$ cat config.mk
export PLATFORM = sky130hd
export DESIGN_NAME = necesidades_mascota
export DESIGN_NICKNAME = d
export VERILOG_FILES = /design/src/rtl/necesidades_mascota.sv
export SDC_FILE = /design/constraint.sdc
export NUM_CORES = 1
export LEC_CHECK = 0
export BUFFER_PORTS_ARGS = -buffer_cell sky130_fd_sc_hd__buf_2
export CAP_MARGIN = 40
export CORE_ASPECT_RATIO = 1.25
export CORE_MARGIN = 1.5
export CORE_UTILIZATION = 55
export CTS_CLUSTER_DIAMETER = 150
export DETAILED_ROUTE_END_ITERATION = 8
export GPL_TIMING_DRIVEN = 0
export PLACE_DENSITY = 0.77
export SETUP_SLACK_MARGIN = 0.2
export SKIP_LAST_GASP = 1
export SLEW_MARGIN = 20
export SYNTH_ARGS = -nofsm -noshare
export SYNTH_HDL_FRONTEND = slang
export SYNTH_SLANG_ARGS = --single-unit
$ cat constraint.sdc
create_clock -name clk_i -period 6.6 [get_ports clk_i]
set_input_delay 1.32 -clock clk_i [delete_from_list [all_inputs] [get_ports clk_i]]
set_output_delay 1.32 -clock clk_i [all_outputs]
set_load 0.02 [all_outputs]
$ cat src/rtl/necesidades_mascota.sv
// necesidades_mascota: virtual pet need tracker for N independent channels (food, medicine,
// sleep, play, ...). Each channel holds a saturating level that decays on a free-running tick
// and is refilled by a long button press. A mood FSM derived from all levels reports
// NORMAL/ALERTA/CRITICO/MUERTO.
//
// Ports:
//   clk_i               system clock
//   reset_i             asynchronous active-high reset
//   botones_i           raw async buttons, bit i = channel i
//   niveles_o           channel i level at [i*ANCHO_NIVEL +: ANCHO_NIVEL]
//   activo_o            channel i refill animation enable
//   alerta_o            channel i level <= UMBRAL
//   estado_o            0=NORMAL 1=ALERTA 2=CRITICO 3=MUERTO
//   tick_decaimiento_o  one-cycle pulse, coincident with each decay level update
module necesidades_mascota #(
  parameter int unsigned N_CANALES          = 2,
  parameter int unsigned ANCHO_NIVEL        = 3,
  parameter int unsigned CICLOS_PULSACION   = 250_000_000,
  parameter int unsigned CICLOS_DECAIMIENTO = 500_000_000,
  parameter int unsigned INCREMENTO         = 3,
  parameter int unsigned UMBRAL             = 2,
  parameter int unsigned DURACION_ACTIVO    = 50_000_000,
  parameter int unsigned TICKS_MUERTE       = 3
) (
  input  logic                             clk_i,
  input  logic                             reset_i,
  input  logic [N_CANALES-1:0]             botones_i,
  output logic [N_CANALES*ANCHO_NIVEL-1:0] niveles_o,
  output logic [N_CANALES-1:0]             activo_o,
  output logic [N_CANALES-1:0]             alerta_o,
  output logic [1:0]                       estado_o,
  output logic                             tick_decaimiento_o
);

  localparam int unsigned AnchoPuls   = $clog2(CICLOS_PULSACION + 1);
  localparam int unsigned AnchoDec    = $clog2(CICLOS_DECAIMIENTO + 1);
  localparam int unsigned AnchoAct    = $clog2(DURACION_ACTIVO + 1);
  localparam int unsigned AnchoMuerte = $clog2(TICKS_MUERTE + 1);

  localparam logic [ANCHO_NIVEL-1:0] NivelMax   = {ANCHO_NIVEL{1'b1}};
  localparam logic [ANCHO_NIVEL:0]   NivelMaxEx = {1'b0, NivelMax};
  localparam logic [ANCHO_NIVEL:0]   IncEx      = (ANCHO_NIVEL + 1)'(INCREMENTO);
  localparam logic [ANCHO_NIVEL-1:0] UmbralN    = ANCHO_NIVEL'(UMBRAL);
  localparam logic [AnchoPuls-1:0]   PulsFin    = AnchoPuls'(CICLOS_PULSACION - 1);
  localparam logic [AnchoPuls-1:0]   PulsSat    = AnchoPuls'(CICLOS_PULSACION);
  localparam logic [AnchoDec-1:0]    DecFin     = AnchoDec'(CICLOS_DECAIMIENTO - 1);
  localparam logic [AnchoAct-1:0]    ActIni     = AnchoAct'(DURACION_ACTIVO);
  localparam logic [AnchoMuerte-1:0] MuerteUlt  = AnchoMuerte'(TICKS_MUERTE - 1);

  typedef enum logic [1:0] {
    StNormal  = 2'd0,
    StAlerta  = 2'd1,
    StCritico = 2'd2,
    StMuerto  = 2'd3
  } estado_e;

  estado_e                 estado_q, estado_d;
  logic [N_CANALES-1:0]    sync1_q, sync2_q;
  logic [AnchoPuls-1:0]    puls_q [N_CANALES];
  logic [AnchoPuls-1:0]    puls_d [N_CANALES];
  logic [ANCHO_NIVEL-1:0]  nivel_q [N_CANALES];
  logic [ANCHO_NIVEL-1:0]  nivel_d [N_CANALES];
  logic [AnchoAct-1:0]     act_q [N_CANALES];
  logic [AnchoAct-1:0]     act_d [N_CANALES];
  logic [N_CANALES-1:0]    alerta_q, alerta_d;
  logic [N_CANALES-1:0]    evento;
  logic [AnchoDec-1:0]     dec_q, dec_d;
  logic                    tick, tick_q;
  logic [AnchoMuerte-1:0]  muerte_q, muerte_d;
  logic                    muerto;
  logic                    algun_cero, alguna_alerta;
  logic [ANCHO_NIVEL:0]    suma [N_CANALES];

  assign muerto = (estado_q == StMuerto);

  // Decay timer: free-running, tick on the wrap cycle.
  assign tick  = (dec_q == DecFin);
  assign dec_d = tick ? '0 : dec_q + 1'b1;

  // Long-press detector: counter saturates one past the event point so a held button fires once.
  always_comb begin
    for (int unsigned i = 0; i < N_CANALES; i++) begin
      evento[i] = sync2_q[i] && (puls_q[i] == PulsFin);
      puls_d[i] = puls_q[i];
      if (!sync2_q[i]) begin
        puls_d[i] = '0;
      end else if (puls_q[i] != PulsSat) begin
        puls_d[i] = puls_q[i] + 1'b1;
      end
    end
  end

  // Level, animation and alert next state. A refill wins over a coincident decay tick.
  always_comb begin
    for (int unsigned i = 0; i < N_CANALES; i++) begin
      suma[i]    = {1'b0, nivel_q[i]} + IncEx;
      nivel_d[i] = nivel_q[i];
      act_d[i]   = act_q[i];
      if (muerto) begin
        act_d[i] = '0;
      end else begin
        if (evento[i]) begin
          nivel_d[i] = (suma[i] > NivelMaxEx) ? NivelMax : suma[i][ANCHO_NIVEL-1:0];
        end else if (tick && (nivel_q[i] != '0)) begin
          nivel_d[i] = nivel_q[i] - 1'b1;
        end
        if (evento[i]) begin
          act_d[i] = ActIni;
        end else if (act_q[i] != '0) begin
          act_d[i] = act_q[i] - 1'b1;
        end
      end
      alerta_d[i] = (nivel_d[i] <= UmbralN);
    end
  end

  always_comb begin
    algun_cero    = 1'b0;
    alguna_alerta = |alerta_q;
    for (int unsigned i = 0; i < N_CANALES; i++) begin
      if (nivel_q[i] == '0) algun_cero = 1'b1;
    end
  end

  // Mood FSM on registered levels; tick_q marks the cycle the decayed levels are visible.
  always_comb begin
    estado_d = estado_q;
    muerte_d = '0;
    case (estado_q)
      StNormal: begin
        if (algun_cero)         estado_d = StCritico;
        else if (alguna_alerta) estado_d = StAlerta;
      end
      StAlerta: begin
        if (algun_cero)          estado_d = StCritico;
        else if (!alguna_alerta) estado_d = StNormal;
      end
      StCritico: begin
        if (!algun_cero) begin
          estado_d = alguna_alerta ? StAlerta : StNormal;
        end else if (tick_q) begin
          if (muerte_q == MuerteUlt) begin
            estado_d = StMuerto;
          end else begin
            muerte_d = muerte_q + 1'b1;
          end
        end else begin
          muerte_d = muerte_q;
        end
      end
      StMuerto: estado_d = StMuerto;
      default:  estado_d = StNormal;
    endcase
  end

  always_ff @(posedge clk_i or posedge reset_i) begin
    if (reset_i) begin
      sync1_q  <= '0;
      sync2_q  <= '0;
      alerta_q <= '0;
      dec_q    <= '0;
      tick_q   <= 1'b0;
      muerte_q <= '0;
      estado_q <= StNormal;
      for (int unsigned i = 0; i < N_CANALES; i++) begin
        puls_q[i]  <= '0;
        nivel_q[i] <= NivelMax;
        act_q[i]   <= '0;
      end
    end else begin
      sync1_q  <= botones_i;
      sync2_q  <= sync1_q;
      alerta_q <= alerta_d;
      dec_q    <= dec_d;
      tick_q   <= tick;
      muerte_q <= muerte_d;
      estado_q <= estado_d;
      for (int unsigned i = 0; i < N_CANALES; i++) begin
        puls_q[i]  <= puls_d[i];
        nivel_q[i] <= nivel_d[i];
        act_q[i]   <= act_d[i];
      end
    end
  end

  always_comb begin
    niveles_o = '0;
    activo_o  = '0;
    for (int unsigned i = 0; i < N_CANALES; i++) begin
      niveles_o[i*ANCHO_NIVEL +: ANCHO_NIVEL] = nivel_q[i];
      activo_o[i] = (act_q[i] != '0) && !muerto;
    end
  end

  assign alerta_o           = alerta_q;
  assign estado_o           = estado_q;
  assign tick_decaimiento_o = tick_q;

endmodule
Word-level counts from Yosys, hierarchy flattened
Cells that the tools add are included.
Cells by class
  mux-type cells: 34
  equality and inequality tests: 15
  order comparisons: 4
  reductions and logical operators: 18
  add/subtract/negate cells: 10
Operators by type and width (number)
  $mux 26: 6
  $mux 28: 4
  $add 28x1->28 const B: 2
  $eq 28x28->1 const B: 2
  $ne 28x28->1 const B: 2
  $reduce_bool 26->1: 2
  $sub 26x1->26 const B: 2
  $add 29x1->29 const B: 1
  $eq 29x29->1 const B: 1
  $mux 29: 1
  $mux 3: 8
  $mux 2: 11
  $ne 3x3->1 const B: 4
  $reduce_bool 3->1: 4
  $add 3x2->4 const B: 2
  $gt 4x3->1 const B: 2
  $pmux 2 s4: 1
  $eq 2x2->1 const B: 3
  $le 3x2->1 const B: 2
  $logic_and 1x1->1: 6
  $logic_not 3->1: 2
  $sub 3x1->3 const B: 2
  $ne 2x1->1 const B: 2
  $reduce_and 4->1: 1
  other kinds (6): 8
Storage, ports and cells
  input bits: 4
  bits in registers: 154
  word-level logic and storage cells: 94

Depth between registers and ports, before layout
Gate-level depths: netlist (run 1).
  depth in word-level cells: 6
  gate-level depth with buffers: 9
  mapped depth without buffers: 9

Worst setup path after synthesis (run 1)
Ideal clock, no wire load.
  kind: flip-flop to output port
  start point: register act_q[6] (netlist name)
  end point: output activo_o[1]
  required time: 5.280 ns
  stages on the path, launching flop included: 6
  arrival time: 1.893 ns
  slack: 3.387 ns
  cells stage by stage: dfrtp_1 -> or4_1 -> nor3_2 -> nand4_1 -> clkbuf_1 -> and2_1
On the way
  cells in the longest elaborated chain, start to end: 2
RTL lines
  from (decl): line 63  | logic [AnchoAct-1:0] act_q [N_CANALES];
  from (signal, indexed assignment): line 181  | act_q[i] <= act_d[i];
  $reduce_bool 26->1: line 191  | activo_o[i] = (act_q[i] != '0) && !muerto;
  $logic_and 1x1->1: line 191
  to (decl): line 29  | output logic [N_CANALES-1:0] activo_o,
No other way between the ends.

Final worst setup path (run 1)
  start point: register act_q[5] (netlist name)
  end point: output activo_o[1]
Same word-level chain as after synthesis.

==> results of run 1 <==
## per-stage QoR
stage	utilization, %	setup slack, ps	total power [mW]	hold slack, ps	instances
2_1_floorplan	-	1140	0.996	331	824
3_3_place_gp	58.6	-610	1.01	332	1018
3_5_place_dp	58.8	2970	1.01	337	1019
4_1_cts	63.0	2490	2.02	350	1051
5_1_grt	63.0	2360	2.08	366	1051
6_report	63.0	2500	2.01	348	1051
## layout make-up
class,count,share of cell area [%]
flip-flops and latches,154,42.3
multi-input cells,625,45.1
repair buffers,17,1.18
clock inverters,9,1.59
plain buffers,25,1.33
well taps,178,2.44
inverters,20,0.905
clock buffers,23,5.13
## power breakdown
group	leakage, nW	switching, mW	total, mW	internal, mW
clock	0.305	0.368	1.02	0.649
sequential	2.09	0.00458	0.953	0.949
combinational	1.84	0.0284	0.0386	0.0101
## per-layer routing
layer	global-route usage, %	wire length, um	up-vias
li1	-	-	2948
met1	30.3	7690	2944
met2	35.7	7410	89
met3	5.44	597	22
met4	7.20	226	0
met5	0	0	-
## placed cells by master, fill, tap and decap left out, types with 9 or more instances in the layout
master	synthesis	routed
a21oi_1	22	22
a21oi_2	10	10
and2_1	51	51
and3_1	14	14
buf_2	7	23
clkbuf_1	15	19
clkbuf_16	0	17
dfrtp_1	148	148
ha_1	11	11
inv_1	20	19
nand2_1	64	64
nand3_1	37	37
nand4_1	28	28
nand4b_1	9	9
nor2_1	77	77
nor2b_1	12	12
nor3_1	22	22
nor4_1	15	15
o21ai_0	17	17
or3_1	18	18
xnor2_1	60	60
xor2_1	51	51
## cells by family after synthesis
| family | Yosys count | share of synthesized area (%) |
|---|---|---|
| AO/OA/AOI/OAI | 78 | 6.23 |
| XOR/XNOR | 111 | 11.9 |
| adder cells (fa/ha/maj) | 11 | 1.68 |
| buffers and inverters | 45 | 2.40 |
| flip-flops | 154 | 47.3 |
| multiplexers | 7 | 0.873 |
| AND/OR/NAND/NOR | 418 | 29.6 |
## state kept, by name, indices dropped and copies added, names as in the netlist
register and flops:
puls_q 56, act_q 52, dec_q 29, niveles_o 6, alerta_o 2, estado_o 2
muerte_q 2, sync1_q 2, sync2_q 2, tick_decaimiento_o 1
## path summary, 6_finish.rpt
path                       slack, ps  cells past startpoint      endpoint  startpoint
setup / recovery                2500                      6   activo_o[1]    act_q[5]
hold / removal                   350                      0    sync2_q[0]  sync1_q[0]
setup reg to reg                3880                      7     dec_q[26]    dec_q[0]
hold reg to reg                  350                      0    sync2_q[0]  sync1_q[0]
max in group asynchronous       4850                      3  niveles_o[2]     reset_i
min in group asynchronous        910                      2     dec_q[11]     reset_i
## critical path, stage by stage (launching register included)
cell and delay, ps:
dfrtp_1 400, or4_1 580, nor3_2 400, nand4_1 280
clkbuf_1 300, and2_1 230, buf_2 150
==> qor.yml, run 1 <==
synth_nets: 839
diodes: 0
numPortBuffers: 16
clk_pin_slew_ps: 60
cap_violations: 0
chipHeight_um: 139
drt_pre_antenna_iters: 7
synth-edff-count: 0
cts_buffers: 17
min_path_type: "reg -> reg"
post-route-period-util_pct: 62.1
ant_nets: 0
wl_per_cell_um: 15.2
synthArstFlopShare_pct: 100
skew_ps: 11.3
fillers: 1199
yosysTopAreaCell: "dfrtp_1"
cp-start-kind: "flop"
seq_area_um2: 3860
clockBufferDepth: 2
power_density_nw_per_um2: 220
fin_area_um2: 9120
critPathArrivalTime_ps: 2780
routed_wl_mm: 15.9
max_freq_ghz: 0.244
gp_congestion: 0.835
final_nets: 875
viasPerCell: 5.71
synth_area_um2: 8170
synth_ff_type: "dfrtp_1"
irDropWorstVdd_v: 0.000170
setup_viol: 0
design.core.area_um2: 14500
leakagePower_nw: 4.23
hpwl_mm: 10.7
holdBufCountCts: 0
io_pins: 17
syn_inst: 824
synthTopCellsByCount: "dfrtp_1, nor2_1, nand2_1"
drc: 4
relSlewSlack_pct: 51.1
synth_cell_type_count: 66
vias: 6003
hold_violations: 0
grt_pass1_wl_mm: 28.4
cts_resized: 0
period_minus_slack_ps: 4100
synth.area.top_cells: "dfrtp_1, xnor2_1, xor2_1, and2_1, nor2_1"
end_kind: "primary output"
grt_start_max_net_pins: 93
cts_root_buf: "clkbuf_16"
crit_type: "reg -> out"
row_count: 49
rsz0062_at_grt: "false"
violations: "design-rule violations"
outcome: "finished with violations"
cts_tree: "built"
grt_pass1_vias: 6006
grt_overflow: 0
synth.avg_cell_area_um2: 9.91
antenna_found_initial: 0
ys_ff_latch: 154
grt_use_total_pct: 22.3
multi_input_area_um2: 4110
yosysSeqAreaShare_pct: 47.3
drive_gt1_share_pct: 11.1
clock_latency_ps: 430
htreeDepth: 4
clock_sinks: 154
ys_warn_count: 0
die_w_um: 112
dpl_cell_area_um2: 8510
setup_tns_ps: 0
yosysMostFrequentCell: "dfrtp_1"
postCtsSetupBuffers: 0
required_ps: 5280
initial_core_util_pct: 56.5
die_area_um2: 15600
netlist.area_leader.share_pct: 45.3
drt-initial-drc-count: 389
worst_slew_pin_slew_ps: 727
critical_path.max_fanout: 10
areaGrowthSynthToFinish_pct: 11.6
slew_violations: 0
Note: power is estimated with default switching activity, not from simulation.
==> run 2: changes to the inputs <==
--- a/config.mk
+++ b/config.mk
@@ -13,7 +13,7 @@
 export CTS_CLUSTER_DIAMETER = 150
 export DETAILED_ROUTE_END_ITERATION = 8
 export GPL_TIMING_DRIVEN = 0
-export PLACE_DENSITY = 0.77
+export PLACE_DENSITY = 0.8
 export SETUP_SLACK_MARGIN = 0.2
 export SKIP_LAST_GASP = 1
 export SLEW_MARGIN = 20
==> constraint.sdc (replaced) <==
create_clock -name clk_i -period 3.5 [get_ports clk_i]
set_input_delay 0.7 -clock clk_i [delete_from_list [all_inputs] [get_ports clk_i]]
set_output_delay 0.7 -clock clk_i [all_outputs]
set_load 0.02 [all_outputs]
==> run 2 against run 1 <==
  * Setup slack lost 2200 ps
  * Register-to-register slack got worse by 3000 ps
  * Total power increased by 87%
  * Largest power group unchanged
  * Sequential cell count did not move
  * The run still ends with design-rule violations left
  * Utilization is 0.43 points higher
  * Critical path depth is the same
  * Highest routed layer unchanged
==> qor.yml, run 2 (same netlist as run 1, synthesis figures left out) <==
grt_pass1_vias: 5922
numPortBuffers: 16
hold_violations: 0
cts_root_buf: "clkbuf_16"
holdWs_ps: 346
crit_type: "reg -> out"
mostFrequentLayoutCells: "dfrtp_1, nor2_1, nand2_1"
crit_start: "act_q[6]"
top_register: "puls_q"
relSlewSlack_pct: 50.8
cts_buffers: 17
endpoint: "activo_o[1]"
max_freq_ghz: 0.314
power_density_nw_per_um2: 410
violations: "design-rule violations"
initial_core_util_pct: 56.5
fin_area_um2: 9180
r2r-end: "dec_q[24]"
drt_pre_antenna_iters: 7
required_ps: 2800
design.core.area_um2: 14500
clock_sinks: 154
drt-initial-drc-count: 280
crit_family: "simple AND/OR/NAND/NOR gates"
worst_slew_pin_slew_ps: 737
cp-start-kind: "flop"
slowest_stage: "or4_1"
irDropWorstVdd_v: 0.000334
routed_wl_mm: 16.1
period_minus_slack_ps: 3180
chipHeight_um: 139
min_path_type: "reg -> reg"
r2r-start: "dec_q[0]"
hpwl_mm: 10.9
post-route-period-util_pct: 90.9
cts_tree: "built"
cp_num_buf_inv: 2
grt_overflow: 0
die_area_um2: 15600
die_w_um: 112
io_pins: 17
clock_latency_ps: 430
grt_use_total_pct: 22.3
largest_reg_flops: 56
final_nets: 879
rr_worst_depth: 7
max_stage_delay_ps: 620
rsz0062_at_grt: "false"
end_kind: "primary output"
dpl_cell_area_um2: 8560
row_count: 49
cp_cell_sequence: "or4_1 -> nor3_4 -> nand4_1 -> clkbuf_4 -> and2_1 -> buf_2"
skew_ps: 6.49
r2r_slack_ps: 860
largestRegisters: "puls_q (56), act_q (52), dec_q (29)"
gp_congestion: 0.820
vias: 6022
areaGrowthSynthToFinish_pct: 12.4
critPathArrivalTime_ps: 2480
leakagePower_nw: 4.26
grt_start_max_net_pins: 36
antenna_found_initial: 0
slew_violations: 0
outcome: "finished with violations"
clk_pin_slew_ps: 60
viasPerCell: 5.71
fin_util_pct: 63.5
cap_violations: 0
layout_commonest_cell: "dfrtp_1"
drive_gt1_share_pct: 12.0
htreeDepth: 4
drc: 2
crit_cells: 6
diodes: 0
wl_per_cell_um: 15.3
clockBufferDepth: 2
critical_path.max_fanout: 10
setup_viol: 0
grt_pass1_wl_mm: 28.2
ant_nets: 0
dpl_worst_slack_ps: 504
fin_ws_ps: 319
run 2: worst min-delay path by stage:
stage	depth (start not counted)	start	slack [ps]	to
after floorplan	0	sync1_q[0]	330	sync2_q[0]
after global placement	0	sync1_q[0]	330	sync2_q[0]
after detailed placement	0	sync1_q[1]	330	sync2_q[1]
after CTS	0	sync1_q[1]	350	sync2_q[1]
after global routing	1	botones_i[0]	360	sync1_q[0]
final	0	sync1_q[0]	350	sync2_q[0]
run 2: repair_timing:
item                       CTS  global route
pin swaps                    1             1
buffers inserted             1             0
setup endpoints to repair    1             2
hold buffers                 0             0
resized for setup            3             2
run 2: report_power, final:
group	internal, mW	switching, mW
clock network	1.17	0.714
registers	1.79	0.00842
logic	0.0245	0.0544
run 2: metrics by stage:
step,total power [mW],cells,TNS (ps)
final,3.76,1055,0
after global routing,3.88,1055,0
after CTS,3.79,1055,0
after detailed placement,1.91,1022,0
after global placement,1.90,1018,-11130
after floorplan,1.88,824,0
run 2: cell type report:
| type | count | area, um2 |
|---|---|---|
| Fill cell | 1152 | 5290 |
| Multi-Input combinational cell | 625 | 4130 |
| Sequential cell | 154 | 3860 |
| Clock buffer | 23 | 478 |
| Tap cell | 178 | 223 |
| Timing Repair Buffer | 21 | 168 |
| Buffer | 25 | 125 |
| Clock inverter | 9 | 120 |
| Inverter | 20 | 78.8 |
run 2: routing by layer:
layer | global-route usage (%) | routed length (um) | up-vias
li1 | - | - | 2951
met1 | 30.2 | 7560 | 2958
met2 | 35.3 | 7690 | 88
met3 | 5.49 | 598 | 25
met4 | 7.66 | 260 | 0
met5 | 0 | 0 | -
==> run 3: changes to the inputs <==
==> constraint.sdc (replaced) <==
create_clock -name clk_i -period 3.5 [get_ports clk_i]
set_input_delay 0.175 -clock clk_i [delete_from_list [all_inputs] [get_ports clk_i]]
set_output_delay 0.175 -clock clk_i [all_outputs]
set_load 0.02 [all_outputs]
==> run 3 against run 2 <==
  * The flow still finishes with violations (design-rule violations)
  * Via count unchanged
  * Clock skew barely moved
  * Final cell count rose by 0.19%
  * Critical path depth is the same
  * Count of clock-buffer cells in the layout stayed put
  * Utilization barely moved
  * Register-to-register slack is essentially flat
  * Sequential cell count unchanged
  * Routed wire length is 0.61% lower
  * Combinational power increased by 3.4%
  * Sequential share of layout area about the same
  * Highest routed layer unchanged
==> qor.yml, run 3 (same netlist as run 1, synthesis figures left out) <==
hpwl_mm: 10.9
wl_met1_mm: 7.49
die_area_um2: 15600
critPathArrivalTime_ps: 2760
clk_pin_slew_ps: 60
drt-initial-drc-count: 263
finalNonFillerCells: 1057
skew_ps: 6.16
largest_reg_flops: 56
hold_violations: 0
mostFrequentLayoutCells: "dfrtp_1, nor2_1, nand2_1"
grt_pass1_wl_mm: 28.0
p_sw_mw: 0.772
initial_core_util_pct: 56.5
clock_latency_ps: 430
required_ps: 3320
power_density_nw_per_um2: 409
die_w_um: 112
fin_area_um2: 9180
relSlewSlack_pct: 50.7
setup_tns_ps: 0
internal_power_mw: 2.99
htreeDepth: 4
postCtsSetupBuffers: 0
cp-start-kind: "flop"
outcome: "finished with violations"
drt_pre_antenna_iters: 7
holdWs_ps: 346
diodes: 0
slowest_stage: "or4_1"
grt_use_total_pct: 22.2
areaGrowthSynthToFinish_pct: 12.4
cts_root_buf: "clkbuf_16"
min_path_type: "reg -> reg"
grt_start_max_net_pins: 36
fillers: 1157
slew_violations: 0
top_layer: "met4"
antenna_found_initial: 0
cap_violations: 0
drc: 2
setup_viol: 0
design.core.area_um2: 14500
row_count: 49
cts_buffers: 17
worst_slew_pin_slew_ps: 738
layout_commonest_cell: "dfrtp_1"
final_nets: 881
clock_sinks: 154
post-route-period-util_pct: 83.9
grt_pass1_vias: 5893
grt_overflow: 0
vias: 6022
top_register: "puls_q"
irDropWorstVdd_v: 0.000333
largestRegisters: "puls_q (56), act_q (52), dec_q (29)"
cp_cell_sequence: "or4_1 -> nor3_2 -> nand4_1 -> clkbuf_1 -> and2_1 -> buf_2"
crit_type: "reg -> out"
clockPowerShare_pct: 50.0
max_stage_delay_ps: 590
rsz0062_at_grt: "false"
max_freq_ghz: 0.341
routed_wl_mm: 16.0
violations: "design-rule violations"
place_inst: 1022
swShare_pct: 20.5
p_comb_share_pct: 2.2
drive_gt1_share_pct: 11.5
met2WireLength_mm: 7.64
chipHeight_um: 139
fin_ws_ps: 564
numPortBuffers: 16
io_pins: 17
ant_nets: 0
leakagePower_nw: 4.26
dpl_cell_area_um2: 8560
dpl_worst_slack_ps: 914
clockBufferDepth: 2
wl_per_cell_um: 15.1
period_minus_slack_ps: 2940
cts_tree: "built"
met3_length_um: 637
viasPerCell: 5.70
gp_congestion: 0.820
critical_path.max_fanout: 10
end_kind: "primary output"
seq_power_share_pct: 47.8
run 3: cell count changes in the layout (fill, tap and decap cells not counted), sizes merged:
cell and change:
dlygate4sd3 +3, buf -1
run 3: layer usage:
metal | vias to the layer above | global-route usage, %
li1 | 2958 | -
met4 | 0 | 7.53
met1 | 2953 | 30.1
met5 | - | 0
met2 | 90 | 35.0
met3 | 21 | 5.44
run 3: layout make-up:
cell class	count	area, um2	share of cell area (%)
multi-input cells	625	4110	44.8
well taps	178	223	2.43
inverters	20	78.8	0.858
repair buffers	23	190	2.07
clock buffers	23	478	5.20
plain buffers	25	121	1.32
flip-flops and latches	154	3860	42.0
clock inverters	9	120	1.31
run 3: worst paths after layout:
kind	start	endpoint	slack, ps	depth (start not counted)
worst max-delay path	act_q[6]	activo_o[1]	560	6
worst max register to register	dec_q[0]	dec_q[24]	870	7
worst min register to register	sync1_q[0]	sync2_q[0]	350	0
min in group asynchronous	reset_i	act_q[4]	420	3
max in group asynchronous	reset_i	niveles_o[2]	2200	5
worst min-delay path	sync1_q[0]	sync2_q[0]	350	0
run 3: power groups by stage:
stage | registers, mW | logic (mW) | clock network (mW)
detailed placement | 1.83 | 0.0817 | 0
floorplan | 1.83 | 0.0510 | 0
finish | 1.80 | 0.0816 | 1.88
CTS | 1.80 | 0.0856 | 1.91
global placement | 1.83 | 0.0687 | 0
global route | 1.80 | 0.0956 | 1.98
run 3: worst max-delay path: cells and delay by family (launching register included):
kind	cells	cell delay (ps)
buf+inv	2	460
simple gates	4	1480
flops	1	390
run 3: what timing repair did:
| action | 4_1_cts | 5_1_grt |
|---|---|---|
| hold buffers | 3 | 0 |
| setup endpoints to repair | 0 | 0 |
| endpoints found under the hold margin | 29 | 0 |
| gates resized for setup | 0 | 0 |
run 3: through the flow:
stage	power, mW	utilization (%)
floorplan	1.88	-
global placement	1.90	58.6
detailed placement	1.91	59.1
CTS	3.79	63.5
global route	3.88	63.5
finish	3.76	63.5
